## config.mk

```make
export PLATFORM = sky130hd
export DESIGN_NAME = adc_sample_capture
export DESIGN_NICKNAME = d
export VERILOG_FILES = /design/src/rtl/adc_cap_pkg.sv /design/src/rtl/sample_tick_gen.sv /design/src/rtl/adc_sample_capture.sv
export SDC_FILE = /design/constraint.sdc
export NUM_CORES = 1
export LEC_CHECK = 0
export CORE_MARGIN = 8
export CORE_UTILIZATION = 50
export DETAILED_ROUTE_END_ITERATION = 8
export PLACE_DENSITY = 0.72
export RECOVER_POWER = 100
export SYNTH_ARGS = -nofsm -noshare
export SYNTH_HDL_FRONTEND = slang
export SYNTH_SLANG_ARGS = --single-unit
```

## constraint.sdc

```tcl
create_clock -name clk -period 4.5 [get_ports clk]
set_input_delay 0.9 -clock clk [delete_from_list [all_inputs] [get_ports clk]]
set_output_delay 0.9 -clock clk [all_outputs]
set_load 0.02 [all_outputs]
```

## src/rtl/adc_cap_pkg.sv

```systemverilog
// rtl/adc_cap_pkg.sv - shared types and sizing helpers for the ADC sample capture block
package adc_cap_pkg;

    typedef enum logic [1:0] {
        IDLE,
        SHIFT,
        DONE
    } cap_state_t;

    localparam int DATA_W_DEF   = 16;
    localparam int CLK_DIV_DEF  = 4;
    localparam int FRAME_CYCLES = 2 * DATA_W_DEF * CLK_DIV_DEF;

    function automatic int frame_cycles(input int data_w, input int clk_div);
        return 2 * data_w * clk_div;
    endfunction

    function automatic int tick_cnt_width(input int period);
        return (period > 1) ? $clog2(period) : 1;
    endfunction

endpackage

```

## src/rtl/sample_tick_gen.sv

```systemverilog
// rtl/sample_tick_gen.sv - enable-gated sample period counter producing a one-cycle tick
module sample_tick_gen
    import adc_cap_pkg::*;
#(
    parameter int SAMPLE_PERIOD = 1000
) (
    input  logic clk,
    input  logic rst,
    input  logic enable,
    output logic tick
);

    localparam int TICK_W = tick_cnt_width(SAMPLE_PERIOD);
    localparam logic [TICK_W-1:0] CNT_LAST = TICK_W'(SAMPLE_PERIOD - 1);

    logic [TICK_W-1:0] cnt;

    // Holding the count at zero while disabled makes the first tick land a full period after enable.
    always_ff @(posedge clk) begin
        if (rst || !enable) begin
            cnt <= '0;
        end else if (cnt == CNT_LAST) begin
            cnt <= '0;
        end else begin
            cnt <= cnt + 1'b1;
        end
    end

    assign tick = enable && (cnt == CNT_LAST);

endmodule

```

## src/rtl/adc_sample_capture.sv

```systemverilog
// rtl/adc_sample_capture.sv - paced serial ADC frame capture with sample strobe and overrun flag
module adc_sample_capture
    import adc_cap_pkg::*;
#(
    parameter int DATA_W        = 16,
    parameter int CLK_DIV       = 4,
    parameter int SAMPLE_PERIOD = 1000
) (
    input  logic              clk,
    input  logic              rst,
    input  logic              enable,
    input  logic              adc_sdo,
    input  logic              ovr_clear,
    output logic              adc_cs_n,
    output logic              adc_sclk,
    output logic [DATA_W-1:0] sample,
    output logic              sample_valid,
    output logic              busy,
    output logic              overrun
);

    localparam int BIT_W = $clog2(DATA_W);
    localparam int PH_W  = $clog2(2 * CLK_DIV);
    localparam logic [PH_W-1:0]  PH_RISE = PH_W'(CLK_DIV - 1);
    localparam logic [PH_W-1:0]  PH_LAST = PH_W'(2 * CLK_DIV - 1);
    localparam logic [BIT_W-1:0] BIT_MSB = BIT_W'(DATA_W - 1);

    cap_state_t        state;
    logic              tick;
    logic [BIT_W-1:0]  bit_idx;
    logic [PH_W-1:0]   phase;
    logic [DATA_W-1:0] shift_reg;

    sample_tick_gen #(
        .SAMPLE_PERIOD(SAMPLE_PERIOD)
    ) u_tick (
        .clk   (clk),
        .rst   (rst),
        .enable(enable),
        .tick  (tick)
    );

    always_ff @(posedge clk) begin
        if (rst) begin
            state        <= IDLE;
            adc_cs_n     <= 1'b1;
            adc_sclk     <= 1'b0;
            sample       <= '0;
            sample_valid <= 1'b0;
            busy         <= 1'b0;
            overrun      <= 1'b0;
            bit_idx      <= '0;
            phase        <= '0;
            shift_reg    <= '0;
        end else begin
            sample_valid <= 1'b0;

            // A dropped tick takes priority over a coincident clear.
            if (tick && state != IDLE) begin
                overrun <= 1'b1;
            end else if (ovr_clear) begin
                overrun <= 1'b0;
            end

            if (!enable) begin
                state    <= IDLE;
                adc_cs_n <= 1'b1;
                adc_sclk <= 1'b0;
                busy     <= 1'b0;
            end else begin
                case (state)
                    IDLE: begin
                        if (tick) begin
                            state    <= SHIFT;
                            adc_cs_n <= 1'b0;
                            bit_idx  <= BIT_MSB;
                            phase    <= '0;
                            busy     <= 1'b1;
                        end
                    end
                    SHIFT: begin
                        // Data is taken on the edge that raises SCLK; the ADC changes it on the falling edge.
                        if (phase == PH_RISE) begin
                            adc_sclk  <= 1'b1;
                            shift_reg <= {shift_reg[DATA_W-2:0], adc_sdo};
                        end
                        if (phase == PH_LAST) begin
                            adc_sclk <= 1'b0;
                            phase    <= '0;
                            if (bit_idx == '0) begin
                                adc_cs_n     <= 1'b1;
                                state        <= DONE;
                                sample       <= shift_reg;
                                sample_valid <= 1'b1;
                                busy         <= 1'b0;
                            end else begin
                                bit_idx <= bit_idx - 1'b1;
                            end
                        end else begin
                            phase <= phase + 1'b1;
                        end
                    end
                    DONE: begin
                        state <= IDLE;
                    end
                    default: begin
                        state <= IDLE;
                    end
                endcase
            end
        end
    end

endmodule

```

# Word level (Yosys, flattened, before mapping)
# Index checks and enable logic that the tools add are counted.
[op_classes]
add_sub_neg = 3
n_mul = 0
n_div = 0
n_lt_le_gt_ge = 0
eq_ne = 8
n_shift = 0
n_mux = 24
n_bitwise = 3
reduce_logical = 20
[ops]
columns = ["cell", "count"]
rows = [
  ["$mux W4", 3],
  ["$mux W1", 11],
  ["$add A10 B1 Y10 const B", 1],
  ["$eq A10 B10 Y1 const B", 1],
  ["$reduce_and A3 Y1", 3],
  ["$ne A2 B2 Y1 const B", 4],
  ["$pmux W4 S2", 1],
  ["$reduce_and A4 Y1", 2],
  ["$reduce_bool A2 Y1", 4],
  ["$mux W2", 3],
  ["$mux W3", 2],
  ["$pmux W3 S2", 1],
  ["$reduce_and A5 Y1", 1],
  ["$logic_not A4 Y1", 1],
  ["$pmux W1 S2", 2],
  ["$pmux W2 S2", 1],
  ["$reduce_or A2 Y1", 2],
  ["$reduce_or A4 Y1", 1],
  ["$sub A4 B1 Y4 const B", 1],
  ["$add A3 B1 Y3 const B", 1],
  ["$eq A3 B2 Y1 const B", 1],
  ["$eq A3 B3 Y1 const B", 1],
  ["$not A1 Y1", 3],
  ["$eq A2 B1 Y1 const B", 1],
  ["other kinds (5)", 6],
]
[totals]
reg_bits = 56
latchBits = 0
mem_bits_rw = 0
romBits = 0
inputBits = 5
memories = 0

# Depth between registers and ports, before layout
# Gate-level depths: netlist of the first run.
[depth]
word_depth = 4
mapped_depth = 8
ltp_nobuf = 6

# Modules after synthesis
# A second synthesis of the first run with hierarchy kept.
[hier_totals]
cells_unflattened = 270
hier_area_um2 = 2473.6
[by_module_without_submodules]
columns = ["module", "instances", "cells_per_inst", "area_per_inst_um2"]
rows = [
  ["adc_sample_capture", 1, 218, 2023.2],
  ["sample_tick_gen", 1, 52, 450.4],
]

# Worst setup path before layout of the first run
# OpenSTA, ideal clock, no wires.
[synth_path]
path_type = "input port to flip-flop"
startpoint = "input port enable"
endpoint = "register shift_reg[13]"
setup_time_ps = 70
t_arrival_ps = 1813
required_time_ps = 4430
setup_slack_ps = 2616
path_stages = 6
path_buffers = 2
cell_sequence = "nor2b_1 > buf_2 > nand3_1 > clkbuf_1 > nand2_1 > a21oi_1"
[synth_via]
elab_chain_cells = 1
[synth_rtl]
columns = ["element", "line", "text"]
rows = [
  ["from (decl)", "adc_sample_capture.sv:11", "input logic enable,"],
  ["$reduce_and A3 Y1 (no line)", "--", ""],
  ["to (signal assigned)", "adc_sample_capture.sv:85", "shift_reg <= {shift_reg[DATA_W-2:0], adc_sdo};"],
  ["to (decl)", "adc_sample_capture.sv:32", "logic [DATA_W-1:0] shift_reg;"],
]
# Every way passes these cells.
# A chain may end at the register's enable or synchronous reset.

==> flow_summary_export.csv, run 1 <==
group,metric,value,unit
outcome,status,"finished, final reports clean",
setup_path,cp.required,4.71,ns
synth,ys_seq_elements,56,
synth,yosysSeqAreaShare,49.5,%
timing,finalSetupTns,0,ns
synth,avgSynthCellArea,8.64,µm²
cts,cts.sinks,56,
setup_path,slowest_stage,"clkbuf_1",
power_and_ir_drop,clock_power_share,39.4,%
synth,synthCells,262,
setup_path,crit_path_end_kind,"register",
finish,mostFrequentLayoutCell,"nand2_1",
power_and_ir_drop,p_sw,0.177,mW
timing,clock.fmax,343,MHz
cts,cts_tree,"done",
synth,syn_area,0.00226,mm²
cts,clk_latency,0.31,ns
floorplanning,die_h,83.3,µm
timing,period_needed,2.92,ns
setup_path,worstPathArrival,3.13,ns
synth,yosysWarnings,0,
cts,cts_root_buf,"clkbuf_8",
setup_path,crit_type,"input port to register",
power_and_ir_drop,powerDensity,325,mW/mm²
synth,netlist-cell-type-count,40,
timing,drv_slew,0,
finish,area_growth_syn_to_layout,15.0,%
synth,netlist_top_cells_area,"dfxtp_1, nand2_1, a21oi_1, ha_1, nor2_1",
setup_path,crit_path_max_fanout,32,
power_and_ir_drop,p_seq_share,58.6,%
synth,syn_nets,272,
drt,first_iter_violations,80,
global_route,track_usage,11.8,%
placement,place_inst,325,
finish,final_cells,333,
finish,final_util,59.8,%
timing,finalClockSkew,0.00928,ns
setup_path,r2r_cells,6,
finish,fillers,378,
power_and_ir_drop,p_leak,0.953,nW
synth,synth_edf_count,0,
finish,num-nets-final,290,
power_and_ir_drop,sw_frac_of_total,20.8,%
timing,worst_pin_slew,1.37,ns
finish,antenna_cells,0,
cts,cts_resized,0,
setup_path,critical_path.top_delay_family,"buffers and inverters",
cts,cts.path.max_buffers,2,
cts,cts_made_buffers,5,
floorplanning,top_level_ports,26,
setup_path,cp_num_cells,5,
timing,hold_violations,0,
setup_path,cpPeakStageDelay,1.05,ns
synth,synth_largest_area_cell,"dfxtp_1",
global_route,grt_pass1_vias,1605,
finish,drive_gt1_share,4.98,%
power_and_ir_drop,ir_drop,180,µV
worst_hold_path,min_delay_path_depth,1,
worst_hold_path,hold_class,"register to register",
timing,finalCritPeriodShare,64.9,%
floorplanning,start_util,52.0,%
setup_path,crit_path_cell_trace,"dlygate4sd3_1 -> clkbuf_1 -> a41oi_1 -> o31ai_1 -> nor2_1",
placement,io_buffers,25,
power_and_ir_drop,intPower,0.671,mW
cts,cts-htree-levels,2,
drt,vias,1735,
floorplanning,core_area,0.00435,mm²
cts,postCtsSetupRepairBufs,0,
setup_path,crit_buf_inv,2,
finish,final_cell_mix,"nand2_1, dfxtp_1, a21oi_1, dlygate4sd3_1, nor2_1",
floorplanning,die_w,83.3,µm
global_route,grt.overflow.total,0,
power_and_ir_drop,combPwrFrac,2.0,%
synth,async_flop_share,0,%
timing,setup_viol,0,
drt,detail-route-antenna-nets,0,
global_route,antenna_found_initial,0,
drt,viasPerCell,5.21,
cts,path_clk_slew,0.10,ns
floorplanning,die-area,0.00694,mm²
synth,synth_top_area_share,49.5,%
drt,drt-total-wl,4130,µm
drt,wire_per_inst,12.4,µm
drt,drc,0,
drt,drt-pass1-iter-count,5,
floorplanning,row_count,24,
synth,synth_ff_type,"dfxtp_1",
flow_run,cap_viol_max_count,0,
placement,gp_congestion,0.788,
timing,slew_headroom,8.52,%
global_route,grt_first_pass_wirelength,7040,µm
cts,hold_buffers,0,
setup_path,cp-start-kind,"input port",
timing,rsz0062_at_grt,"no",
placement,dp_hpwl,2780,µm
power_and_ir_drop,fin_total_pwr,0.847,mW
global_route,grt_max_degree,33,
-- area by class of cell --
| type | instances | area (µm²) | area share [%] |
|---|---|---|---|
| Sequential cell | 56 | 1120 | 43.1 |
| Multi-Input combinational cell | 185 | 1030 | 39.5 |
| Timing Repair Buffer | 26 | 254 | 9.75 |
| Clock buffer | 6 | 72.6 | 2.79 |
| Tap cell | 52 | 65.1 | 2.50 |
| Clock inverter | 2 | 38.8 | 1.49 |
| Inverter | 6 | 22.5 | 0.865 |
-- metrics by stage --
| step | hold slack, ns | setup WS [ns] | instance area (µm²) |
|---|---|---|---|
| 2_1_floorplan | 0.418 | 2.62 | 2260 |
| 3_3_place_gp | 0.426 | 1.56 | 2500 |
| 3_5_place_dp | 0.440 | 1.49 | 2500 |
| 4_1_cts | 0.458 | 1.84 | 2610 |
| 5_1_grt | 0.475 | 1.40 | 2600 |
| 6_report | 0.455 | 1.58 | 2600 |
-- final timing paths --
path / startpoint / endpoint / slack (ns)
hold reg to reg: u_tick.cnt[0] / u_tick.cnt[0] / 0.46
setup reg to reg: phase[0] / sample[4] / 2.37
hold / removal: u_tick.cnt[0] / u_tick.cnt[0] / 0.46
setup / recovery: rst / bit_idx[2] / 1.58
-- power by group through the flow --
stage / clock network (mW) / logic [mW] / registers [mW]
4_1_cts: 0.340 / 0.0180 / 0.497
6_report: 0.334 / 0.0169 / 0.497
3_3_place_gp: 0 / 0.0178 / 0.508
3_5_place_dp: 0 / 0.0180 / 0.508
2_1_floorplan: 0 / 0.0125 / 0.508
5_1_grt: 0.361 / 0.0187 / 0.497
-- routing by layer --
layer | global-route usage [%] | share of wire [%] | routed length [µm] | vias to the layer above
met5 | 0 | 0 | 0 | -
met4 | 5.11 | 1.9 | 78 | 0
met3 | 4.30 | 4.2 | 175 | 9
met2 | 19.2 | 45 | 1860 | 24
met1 | 13.7 | 49 | 2020 | 791
li1 | - | - | - | 911
-- synthesized netlist by cell type, types with 5 or more instances --
master    count
nor2_1       16
xnor2_1       6
clkbuf_1      5
inv_1         6
nand3_1       6
ha_1          5
dfxtp_1      56
a21oi_1      34
nand2_1      68
nor3_1       11
nand2b_1      5
buf_2         7
-- cell families (layout without fill, tap and decap cells) --
| kind of cell | count (synthesis) | in the layout | synth area share (%) |
|---|---|---|---|
| and+or+nand+nor | 125 | 125 | 27.3 |
| DFF | 56 | 56 | 49.5 |
| AOI/OAI and AO/OA | 44 | 44 | 11.1 |
| buffers and inverters | 21 | 40 | 4.70 |
| xor gates and xnor gates | 8 | 8 | 3.10 |
| adders and majority gates | 5 | 5 | 2.76 |
| muxes | 3 | 3 | 1.55 |
Power figures use the tool's default switching activity.
==> run 2: changes to the inputs <==
==> constraint.sdc (replaced) <==
create_clock -name clk -period 2.69 [get_ports clk]
set_input_delay 0.538 -clock clk [delete_from_list [all_inputs] [get_ports clk]]
set_output_delay 0.538 -clock clk [all_outputs]
set_load 0.02 [all_outputs]
==> flow_summary_export.csv, run 2 (synthesis gave the netlist of run 1 again) <==
group,metric,value,unit
outcome,status,"finished, final reports clean",
finish,final_cells,337,
drt,drt-pass1-iter-count,4,
power_and_ir_drop,ir_drop,310,µV
floorplanning,row_count,24,
timing,slew_headroom,52.8,%
drt,vias,1727,
cts,cts.sinks,56,
cts,clk_latency,0.30,ns
drt,wire_per_inst,12.1,µm
floorplanning,top_level_ports,26,
timing,period_needed,2.12,ns
global_route,grt_use_met2,18.2,%
global_route,grt.busiest_layer,"met2",
timing,drv_slew,0,
floorplanning,start_util,52.0,%
floorplanning,die_h,83.3,µm
global_route,grt_pass1_vias,1602,
setup_path,r2r_setup_slack,0.83,ns
setup_path,critical_path.endpoint,"phase[2]",
drt,drc,0,
global_route,grt_first_pass_wirelength,7120,µm
setup_path,cp-start-kind,"input port",
timing,hold_violations,0,
finish,num-nets-final,294,
cts,cts_tree,"done",
setup_path,crit_type,"input port to register",
timing,rsz0062_at_grt,"no",
worst_hold_path,hold_class,"register to register",
finish,final_cell_mix,"nand2_1, dfxtp_1, a21oi_1, dlygate4sd3_1, nor2_1",
global_route,use_met1,15.5,%
timing,clock.fmax,472,MHz
global_route,use_met3,3.71,%
power_and_ir_drop,p_leak,0.963,nW
placement,gp_congestion,0.770,
setup_path,crit_path_max_fanout,9,
global_route,grt_max_degree,38,
cts,cts_resized,0,
timing,finalSetupTns,0,ns
flow_run,cap_viol_max_count,0,
cts,path_clk_slew,0.10,ns
placement,placement.setup.worst_slack,0.400,ns
cts,cts-htree-levels,2,
cts,hold_buffers,0,
timing,finalClockSkew,0.00750,ns
setup_path,r2r_end,"phase[2]",
setup_path,r2r_cells,5,
placement,place_inst,329,
finish,mostFrequentLayoutCell,"nand2_1",
setup_path,crit_start,"enable",
timing,finalCritPeriodShare,78.8,%
floorplanning,die_w,83.3,µm
drt,detail-route-antenna-nets,0,
timing,fin_ws,0.571,ns
cts,cts.path.max_buffers,2,
setup_path,r2r-start,"u_tick.cnt[0]",
global_route,antenna_found_initial,0,
global_route,grt.overflow.total,0,
drt,viasPerCell,5.12,
floorplanning,die-area,0.00694,mm²
placement,dp_hpwl,2780,µm
placement,io_buffers,25,
power_and_ir_drop,powerDensity,509,mW/mm²
finish,drive_gt1_share,6.67,%
setup_path,crit_path_end_kind,"register",
global_route,track_usage,12.0,%
finish,area_growth_syn_to_layout,15.6,%
finish,antenna_cells,0,
floorplanning,core_area,0.00435,mm²
cts,cts_root_buf,"clkbuf_8",
setup_path,cp.required,2.89,ns
drt,first_iter_violations,127,
timing,worst_pin_slew,0.709,ns
cts,cts_made_buffers,5,
cts,postCtsSetupRepairBufs,0,
drt,drt-total-wl,4080,µm
setup_path,worstPathArrival,2.32,ns
timing,setup_viol,0,
[run 2: changes by cell type in the layout (fill, tap and decap cells not counted), sizes merged]
cell      before  now
clkinvlp       0    1
inv            7    6
bufinv         1    0
buf            0    4
clkbuf         7    8
[run 2: final cells by class]
cell class,count,area [µm²]
fill,421,1740
sequential,56,1120
clock buffer,7,86.3
inverter,6,22.5
tap,52,65.1
multi-input combinational,185,1030
timing repair buffer,30,285
clock inverter,1,7.51
[run 2: worst min path at each step]
stage	cells after the start	startpoint	end	slack [ns]
2_1_floorplan	1	u_tick.cnt[0]	u_tick.cnt[0]	0.42
3_3_place_gp	1	u_tick.cnt[0]	u_tick.cnt[0]	0.44
3_5_place_dp	1	u_tick.cnt[0]	u_tick.cnt[0]	0.45
4_1_cts	2	sample[6]	sample[6]	0.46
5_1_grt	2	sample[0]	sample[0]	0.48
6_report	2	sample[12]	sample[12]	0.45
[run 2: routing by layer]
layer / vias up / routed length [µm]
met4: 0 / 52
met1: 778 / 2050
li1: 920 / -
met3: 6 / 138
met5: - / 0
met2: 23 / 1840
[run 2: report_power, final]
part	leakage [nW]	internal, mW	total (mW)	switching, mW
combinational	0.468	0.0104	0.0281	0.0177
clock	0.0445	0.210	0.473	0.263
sequential	0.451	0.830	0.831	0.00101
[run 2: through the flow]
step	hold WS, ns	utilization, %	total power, mW	instance area [µm²]
3_3_place_gp	0.437	58.2	0.880	2530
4_1_cts	0.461	60.3	1.35	2630
2_1_floorplan	0.418	-	0.871	2260
3_5_place_dp	0.445	58.2	0.880	2530
5_1_grt	0.476	60.1	1.39	2620
6_report	0.455	60.1	1.33	2620
[run 2: critical path, cell delays in order]
cell and delay, ns:
dlygate4sd3_1 0.59, nor2b_1 0.44, o21ai_0 0.38, mux2_4 0.38
==> run 3: changes to the inputs <==
==> constraint.sdc (replaced) <==
create_clock -name clk -period 2.1 [get_ports clk]
set_input_delay 0.42 -clock clk [delete_from_list [all_inputs] [get_ports clk]]
set_output_delay 0.42 -clock clk [all_outputs]
set_load 0.02 [all_outputs]
==> flow_summary_export.csv, run 3 (synthesis gave the netlist of run 1 again) <==
group,metric,value,unit
drt,vias,1780,
timing,period_needed,1.83,ns
worst_hold_path,hold_class,"register to register",
floorplanning,row_count,24,
power_and_ir_drop,ir_drop,393,µV
setup_path,crit_buf_inv,3,
drt,drc,0,
timing,finalSetupTns,0,ns
drt,detail-route-antenna-nets,0,
timing,setup_viol,0,
floorplanning,top_level_ports,26,
finish,area_growth_syn_to_layout,16.6,%
worst_hold_path,holdPathEnd,"sample[11]",
cts,clk_latency,0.30,ns
global_route,grt.overflow.total,0,
timing,finalClockSkew,0.00478,ns
setup_path,crit_path_max_fanout,16,
power_and_ir_drop,p_leak,0.973,nW
cts,path_clk_slew,0.09,ns
global_route,grt_first_pass_wirelength,7400,µm
setup_path,r2r_setup_slack,0.28,ns
worst_hold_path,min_delay_path_depth,2,
finish,final_cells,339,
setup_path,r2r_cells,5,
setup_path,cp-start-kind,"input port",
worst_hold_path,holdCritStartpoint,"sample[11]",
cts,cts_root_buf,"clkbuf_8",
cts,cts_made_buffers,5,
setup_path,crit_type,"input port to register",
cts,cts.sinks,56,
setup_path,worstPathArrival,2.07,ns
setup_path,critical_path.top_delay_family,"buffers and inverters",
setup_path,cp.required,2.33,ns
setup_path,crit_path_end_kind,"register",
drt,wire_per_inst,12.3,µm
finish,antenna_cells,0,
outcome,status,"finished, final reports clean",
floorplanning,die-area,0.00694,mm²
timing,hold_violations,0,
setup_path,cpPeakStageDelay,0.51,ns
cts,cts.path.max_buffers,2,
global_route,track_usage,12.3,%
global_route,antenna_found_initial,0,
cts,cts-htree-levels,2,
setup_path,slowest_stage,"clkdlybuf4s50_1",
setup_path,crit_path_cell_trace,"clkdlybuf4s50_1 -> nor2b_1 -> clkbuf_1 -> and3_1 -> clkbuf_2 -> nand2_1 -> a21oi_1",
finish,final_cell_mix,"nand2_1, dfxtp_1, a21oi_1, dlygate4sd3_1, nor2_1",
cts,hold_buffers,0,
floorplanning,start_util,52.0,%
timing,hold_ws,0.453,ns
floorplanning,core_area,0.00435,mm²
drt,drt-total-wl,4180,µm
setup_path,r2r_end,"phase[2]",
timing,rsz0062_at_grt,"no",
setup_path,r2r-start,"u_tick.cnt[0]",
placement,io_buffers,25,
power_and_ir_drop,powerDensity,644,mW/mm²
global_route,grt_pass1_vias,1680,
finish,mostFrequentLayoutCell,"nand2_1",
timing,drv_slew,0,
global_route,grt_max_degree,29,
timing,worst_pin_slew,0.557,ns
floorplanning,die_w,83.3,µm
power_and_ir_drop,fin_total_pwr,1.70,mW
drt,first_iter_violations,102,
finish,num-nets-final,296,
flow_run,cap_viol_max_count,0,
drt,viasPerCell,5.25,
timing,finalCritPeriodShare,87.2,%
timing,slew_headroom,62.5,%
placement,place_inst,331,
drt,drt-pass1-iter-count,4,
placement,dp_hpwl,2920,µm
cts,cts_resized,0,
placement,gp_congestion,0.804,
timing,clock.fmax,546,MHz
floorplanning,die_h,83.3,µm
cts,cts_tree,"done",
cts,postCtsSetupRepairBufs,0,
finish,drive_gt1_share,6.97,%
-- run 3: cell types whose count changed in the layout (fill, tap and decap cells not counted), sizes merged --
cell,previous run,this run
clkbuf,8,10
clkdlybuf4s50,2,3
dlygate4sd3,23,22
-- run 3: final cells by class --
| cell class | instances | area (µm²) |
|---|---|---|
| Tap cell | 52 | 65.1 |
| Clock buffer | 7 | 86.3 |
| Inverter | 6 | 22.5 |
| Multi-Input combinational cell | 185 | 1030 |
| Timing Repair Buffer | 32 | 307 |
| Fill cell | 389 | 1720 |
| Sequential cell | 56 | 1120 |
| Clock inverter | 1 | 7.51 |
-- run 3: worst register-to-register path: cells and delay by family (launching register included) --
kind	cells	cell delay, ns
flip-flops	1	0.34
AO/OA/AOI/OAI	1	0.48
adder cells (fa/ha/maj)	1	0.24
AND/OR/NAND/NOR	2	0.32
multiplexers	1	0.34
-- run 3: stage by stage --
| step | util [%] | area [µm²] | setup slack (ns) |
|---|---|---|---|
| after floorplan | - | 2260 | 0.454 |
| after global placement | 58.8 | 2560 | 0.196 |
| after detailed placement | 58.8 | 2560 | 0.138 |
| after CTS | 60.9 | 2650 | 0.323 |
| after global routing | 60.6 | 2640 | 0.132 |
| final | 60.6 | 2640 | 0.268 |
-- run 3: worst max path at each step --
stage / start / to / slack [ns] / cells after the start
2_1_floorplan: phase[0] / sample[0] / 0.45 / 8
3_3_place_gp: enable / bit_idx[1] / 0.20 / 5
3_5_place_dp: enable / bit_idx[1] / 0.14 / 5
4_1_cts: phase[0] / sample[7] / 0.32 / 7
5_1_grt: enable / shift_reg[2] / 0.13 / 7
6_report: enable / shift_reg[14] / 0.27 / 7
-- run 3: power by group --
group	switching (mW)	internal, mW	total, mW
logic	0.0243	0.0184	0.0427
clock network	0.323	0.269	0.592
registers	0.00129	1.06	1.06
total	0.349	1.35	1.70
-- run 3: metal layers --
layer,global-route usage [%],vias up,routed length (µm)
li1,-,923,-
met1,13.9,825,1990
met2,21.1,27,1980
met3,4.00,5,155
met4,4.47,0,42
met5,0,-,0
